`src/rtl/act_share_pkg.sv`:
```
// Shared types and constants for the tanh-core sharing arbiter.
package act_share_pkg;

    localparam int DEFAULT_DATA_WIDTH = 32;

    // Result returned to a requester whose element timed out in the core
    localparam logic [DEFAULT_DATA_WIDTH-1:0] TIMEOUT_RESULT = '1;

    typedef enum logic [1:0] {
        ST_IDLE   = 2'd0,
        ST_LAUNCH = 2'd1,
        ST_WAIT   = 2'd2,
        ST_RESP   = 2'd3
    } state_t;

endpackage

```
`src/rtl/act_share_arbiter_rr_pick.sv`:
```
// Combinational round-robin picker: first valid requester at or above rr_ptr, with wrap.
module rr_pick #(
    parameter int NREQ = 4,
    parameter int IDW  = 2
) (
    input  logic [NREQ-1:0] req_valid,
    input  logic [IDW-1:0]  rr_ptr,
    output logic [IDW-1:0]  grant,
    output logic            any_valid
);

    int              idx;
    logic [IDW-1:0]  pidx;

    // Scan offsets from farthest to nearest so the closest valid requester wins
    always_comb begin
        grant     = '0;
        any_valid = 1'b0;
        idx       = 0;
        pidx      = '0;
        for (int k = NREQ - 1; k >= 0; k--) begin
            idx  = (int'(rr_ptr) + k) % NREQ;
            pidx = IDW'(idx);
            if (req_valid[pidx]) begin
                grant     = pidx;
                any_valid = 1'b1;
            end
        end
    end

endmodule

```
`src/rtl/act_share_arbiter.sv`:
```
// Round-robin sequencer sharing one iterative tanh core between NREQ requesters.
// Optional WAIT watchdog enabled by defining ACT_SHARE_TIMEOUT_EN.
module act_share_arbiter
    import act_share_pkg::*;
#(
    parameter int DATA_WIDTH  = DEFAULT_DATA_WIDTH,
    parameter int NREQ        = 4,
    parameter int IDW         = 2
`ifdef ACT_SHARE_TIMEOUT_EN
    ,
    parameter int TIMEOUT_CYC = 1024
`endif
) (
    input  logic                       clk,
    input  logic                       reset,
    input  logic [NREQ-1:0]            req_valid,
    input  logic [NREQ*DATA_WIDTH-1:0] req_data,
    output logic [NREQ-1:0]            req_ready,
    output logic [NREQ-1:0]            rsp_valid,
    output logic [DATA_WIDTH-1:0]      rsp_data,
    output logic [DATA_WIDTH-1:0]      core_x,
    output logic                       core_reset,
    input  logic [DATA_WIDTH-1:0]      core_out,
    input  logic                       core_finished,
    output logic                       busy,
    output logic [IDW-1:0]             grant_id
`ifdef ACT_SHARE_TIMEOUT_EN
    ,
    output logic                       timeout_err
`endif
);

    state_t          state;
    state_t          state_nxt;
    logic [IDW-1:0]  rr_ptr;
    logic [IDW-1:0]  pick_id;
    logic            pick_any;
    logic            timeout_hit;

    rr_pick #(
        .NREQ (NREQ),
        .IDW  (IDW)
    ) u_rr_pick (
        .req_valid (req_valid),
        .rr_ptr    (rr_ptr),
        .grant     (pick_id),
        .any_valid (pick_any)
    );

`ifdef ACT_SHARE_TIMEOUT_EN
    logic [15:0] wait_cnt;

    always_ff @(posedge clk) begin
        if (reset || state != ST_WAIT) begin
            wait_cnt <= '0;
        end else begin
            wait_cnt <= wait_cnt + 16'd1;
        end
    end

    assign timeout_hit = (state == ST_WAIT) && !core_finished &&
                         (wait_cnt == 16'(TIMEOUT_CYC - 1));

    always_ff @(posedge clk) begin
        if (reset) begin
            timeout_err <= 1'b0;
        end else if (timeout_hit) begin
            timeout_err <= 1'b1;
        end
    end
`else
    assign timeout_hit = 1'b0;
`endif

    always_ff @(posedge clk) begin
        if (reset) begin
            state <= ST_IDLE;
        end else begin
            state <= state_nxt;
        end
    end

    always_comb begin
        state_nxt = state;
        case (state)
            ST_IDLE:   if (pick_any) state_nxt = ST_LAUNCH;
            ST_LAUNCH: state_nxt = ST_WAIT;
            ST_WAIT:   if (core_finished || timeout_hit) state_nxt = ST_RESP;
            ST_RESP:   state_nxt = ST_IDLE;
            default:   state_nxt = ST_IDLE;
        endcase
    end

    // Strobes are gated by reset so an abandoned element never emits a response
    always_comb begin
        req_ready  = '0;
        rsp_valid  = '0;
        core_reset = reset || (state != ST_WAIT);
        busy       = !reset && (state != ST_IDLE);
        if (!reset && state == ST_IDLE && pick_any) begin
            req_ready[pick_id] = 1'b1;
        end
        if (!reset && state == ST_RESP) begin
            rsp_valid[grant_id] = 1'b1;
        end
    end

    always_ff @(posedge clk) begin
        if (reset) begin
            core_x   <= '0;
            rsp_data <= '0;
            grant_id <= '0;
            rr_ptr   <= '0;
        end else begin
            case (state)
                ST_IDLE: begin
                    if (pick_any) begin
                        core_x   <= req_data[DATA_WIDTH*pick_id +: DATA_WIDTH];
                        grant_id <= pick_id;
                    end
                end
                ST_WAIT: begin
                    if (core_finished) begin
                        rsp_data <= core_out;
                    end else if (timeout_hit) begin
                        rsp_data <= {DATA_WIDTH{TIMEOUT_RESULT[0]}};
                    end
                end
                ST_RESP: begin
                    rr_ptr <= (grant_id == IDW'(NREQ - 1)) ? '0 : grant_id + IDW'(1);
                end
                default: ;
            endcase
        end
    end

endmodule

```
`config.mk`:
```
export PLATFORM = sky130hd
export DESIGN_NAME = act_share_arbiter
export DESIGN_NICKNAME = d
export VERILOG_FILES = /design/src/rtl/act_share_pkg.sv /design/src/rtl/act_share_arbiter_rr_pick.sv /design/src/rtl/act_share_arbiter.sv
export SDC_FILE = /design/constraint.sdc
export NUM_CORES = 1
export LEC_CHECK = 0
export ABC_CLOCK_PERIOD_IN_PS = 5860
export CORE_MARGIN = 2
export CORE_UTILIZATION = 38
export CTS_CLUSTER_DIAMETER = 120
export DETAILED_ROUTE_END_ITERATION = 8
export PLACE_DENSITY = 0.84
export SYNTH_ARGS = -nofsm -noshare
export SYNTH_HDL_FRONTEND = slang
export SYNTH_HIERARCHICAL = 1
export SYNTH_SLANG_ARGS = --single-unit
```
`constraint.sdc`:
```
create_clock -name clk -period 5.86 [get_ports clk]
set_input_delay 0.879 -clock clk [delete_from_list [all_inputs] [get_ports clk]]
set_output_delay 0.879 -clock clk [all_outputs]
set_load 0.005 [all_outputs]
```
==> impl_metrics.env <==
export IMPL_finalHoldViolations=0
export IMPL_cap_violations=0
export IMPL_cp_arrival_ns=2.92
export IMPL_ctsLongestPathBuffers=2
export IMPL_grt_pass1_wl_um=18400
export IMPL_setup_worst_path_start_class="input pin"
export IMPL_ant_nets=0
export IMPL_cts_tree="built"
export IMPL_holdCritStartpoint="rsp_data[2]$_SDFFE_PP0P_"
export IMPL_outcome="finished clean"
export IMPL_synth_area_leaders="dfxtp_1 (41%), mux2_2 (10%), mux2i_1 (10%), nand2_1 (7.7%), a22oi_1 (6.8%)"
export IMPL_end_kind="output port"
export IMPL_drc_errors=0
export IMPL_finalSetupViolCount=0
export IMPL_overflow=0
export IMPL_routabilityCongestion=0.818
export IMPL_synth_distinct_cells=30
export IMPL_rrSetupSlack_ns=3.10
export IMPL_syn_nets=561
export IMPL_clk_latency_ns=0.34
export IMPL_die_y_um=99.2
export IMPL_min_delay_path_depth=2
export IMPL_synth_seq_cells=70
export IMPL_grt_pass1_vias=3822
export IMPL_p_leak_nw=2.21
export IMPL_slew_viol_final=0
export IMPL_dieArea_sq_mm=0.00984
export IMPL_synthCells=387
export IMPL_final_min_clock_period_ns=3.80
export IMPL_finalSetupTns_ns=0
export IMPL_fmax_ghz=0.263
export IMPL_syn_avg_cell_area_sq_um=8.90
export IMPL_syn_area_sq_mm=0.00344
export IMPL_yosys_warnings=6
export IMPL_vdd_ir_drop_max_v=0.000182
export IMPL_critical_path_required_ns=4.98
export IMPL_min_path_type="reg2reg"
export IMPL_post_cts_setup_buffers=0
export IMPL_dp_hpwl_um=9190
export IMPL_drt_total_wl_um=11800
export IMPL_route_vias_total=3686
export IMPL_diodes=0
export IMPL_clock_root_buffer="clkbuf_8"
export IMPL_cts_sinks=70
export IMPL_io_pins=243
export IMPL_cts_resized=0
export IMPL_netlist_area_leader_share_pct=40.7
export IMPL_drt_first_pass_iters=4
export IMPL_grt_max_degree=61
export IMPL_area_growth_pct=77.4
export IMPL_dp_cells=711
export IMPL_timing_rr_start="rr_ptr[1]$_SDFFE_PP0N_"
export IMPL_drtIter0Drc=82
export IMPL_cts_buffers=9
export IMPL_num_rows=34
export IMPL_drive_above_1_share_pct=9.21
export IMPL_crit_reg2reg_capture="core_x[5]$_SDFFE_PP0P_"
export IMPL_die_x_um=99.2
export IMPL_tightest_slew_ns=1.09
export IMPL_final_cells=727
export IMPL_fin_worst_skew_ns=0.00923
export IMPL_grt_usage_pct=23.4
export IMPL_path_clk_slew_ns=0.08
export IMPL_worstSetupPathType="in2out"
export IMPL_yosysSeqAreaShare_pct=40.7
export IMPL_wl_per_cell_um=16.3
export IMPL_slew_limit_headroom_pct=27.6
export IMPL_antenna_found_initial=0
export IMPL_place_port_buffers=242
export IMPL_nets=788
export IMPL_cts_hold_buffers=0
export IMPL_rsz0062_at_grt="no"
export IMPL_rr_worst_depth=7
export IMPL_initial_utilization_pct=39.3
export IMPL_whs_endpoint="rsp_data[2]$_SDFFE_PP0P_"
export IMPL_cts_max_level=3
export IMPL_synth_area_leader_cell="dfxtp_1"
export IMPL_power_density_mw_per_mm2=295
export IMPL_core_area_sq_mm=0.00876
export IMPL_avgViaCountPerCell=5.07
export IMPL_path_max_fanout=4
export IMPL_finalCritPeriodShare_pct=64.8
## area by class of cell
cell class,instances,area [sq um]
fillers,687,2650
clock buffers,9,124
flip-flops and latches,70,1400
repair buffers,247,2460
multi-input cells,281,1870
clock inverters,7,104
inverters,5,18.8
well taps,108,135
## cells in the final DEF (no fill, tap or decap), types with 2 or more instances in the layout
| master | instances |
|---|---|
| a21oi_1 | 37 |
| mux2_2 | 32 |
| nand2_1 | 71 |
| buf_4 | 5 |
| dfxtp_1 | 70 |
| and2_1 | 7 |
| inv_6 | 3 |
| clkinv_4 | 2 |
| nor2_1 | 11 |
| clkbuf_8 | 9 |
| ha_1 | 7 |
| o21ai_1 | 28 |
| clkdlybuf4s50_1 | 242 |
| nand2b_1 | 4 |
| nand3_1 | 2 |
| bufinv_16 | 2 |
| o21ai_0 | 3 |
| mux2i_1 | 35 |
| inv_1 | 5 |
| a22oi_1 | 31 |
## registers in the layout, indices dropped and copies added, names as in the netlist
signal / flops
grant_id: 2
state: 2
core_x: 32
rr_ptr: 2
rsp_data: 32
## cells in the mapped netlist
cell type,instances
nor2_1,11
nand2b_1,4
nor3b_1,1
or3_1,1
a22oi_1,31
nand2_1,71
o21ai_1,28
nand3_1,2
nand2_2,1
buf_2,14
dfxtp_1,70
buf_6,4
o21ai_0,3
a21oi_1,38
clkbuf_1,12
inv_1,5
mux2_2,32
a211oi_2,1
nor2b_1,1
mux2i_1,35
o211ai_1,1
ha_1,7
buf_4,1
and3_1,1
and2_1,7
a211oi_1,1
o21ba_2,1
nor3_1,1
or2b_1,1
and4b_1,1
## routing by layer
| metal | up-vias | global-route usage [%] | routed length, um |
|---|---|---|---|
| met5 | - | 0 | 0 |
| met1 | 1703 | 23.9 | 4310 |
| met4 | 0 | 8.01 | 195 |
| met3 | 18 | 8.85 | 1230 |
| li1 | 1810 | - | - |
| met2 | 155 | 43.3 | 6120 |
## critical path, stage by stage
cell             delay [ns]
clkdlybuf4s50_1        0.45
nand2b_1               0.16
a211oi_1               0.23
nor2_1                 0.10
or3_1                  0.46
nor2_1                 0.12
clkdlybuf4s50_1        0.51
## logic make-up after synthesis
logic type / share of synthesized area [%]
adders and majority gates: 2.54
and+or+nand+nor: 12.8
buffers and inverters: 5.41
AOI/OAI and AO/OA: 17.9
DFF: 40.7
muxes: 20.6
## power breakdown
group          internal (W)  total [W]  switching [W]  leakage (nW)
combinational      0.000417   0.000708       0.000291          1.52
clock              0.000246   0.000448       0.000202         0.115
sequential         0.000586   0.000646      0.0000603         0.572
total               0.00125    0.00180       0.000553          2.21
## worst max path at each step
stage / end / slack (ns) / cells past startpoint / start
after floorplan: req_ready[0] / 2.95 / 7 / req_valid[3]
final: req_ready[1] / 2.06 / 7 / req_valid[3]
after global placement: req_ready[1] / 2.08 / 7 / req_valid[3]
after detailed placement: req_ready[0] / 2.07 / 7 / req_valid[3]
after CTS: req_ready[0] / 2.06 / 7 / req_valid[3]
after global routing: req_ready[1] / 1.95 / 7 / req_valid[3]
## through the flow
stage	util, %	hold WS (ns)	setup slack [ns]	power (W)	cell area (sq um)
floorplan	-	0.453	2.95	0.000975	3440
global placement	67.1	0.441	2.08	0.00135	5880
detailed placement	67.1	0.447	2.07	0.00137	5880
CTS	69.7	0.459	2.06	0.00182	6110
global route	69.7	0.479	1.95	0.00191	6110
finish	69.7	0.458	2.06	0.00180	6110
(Power assumes the default switching activity.)
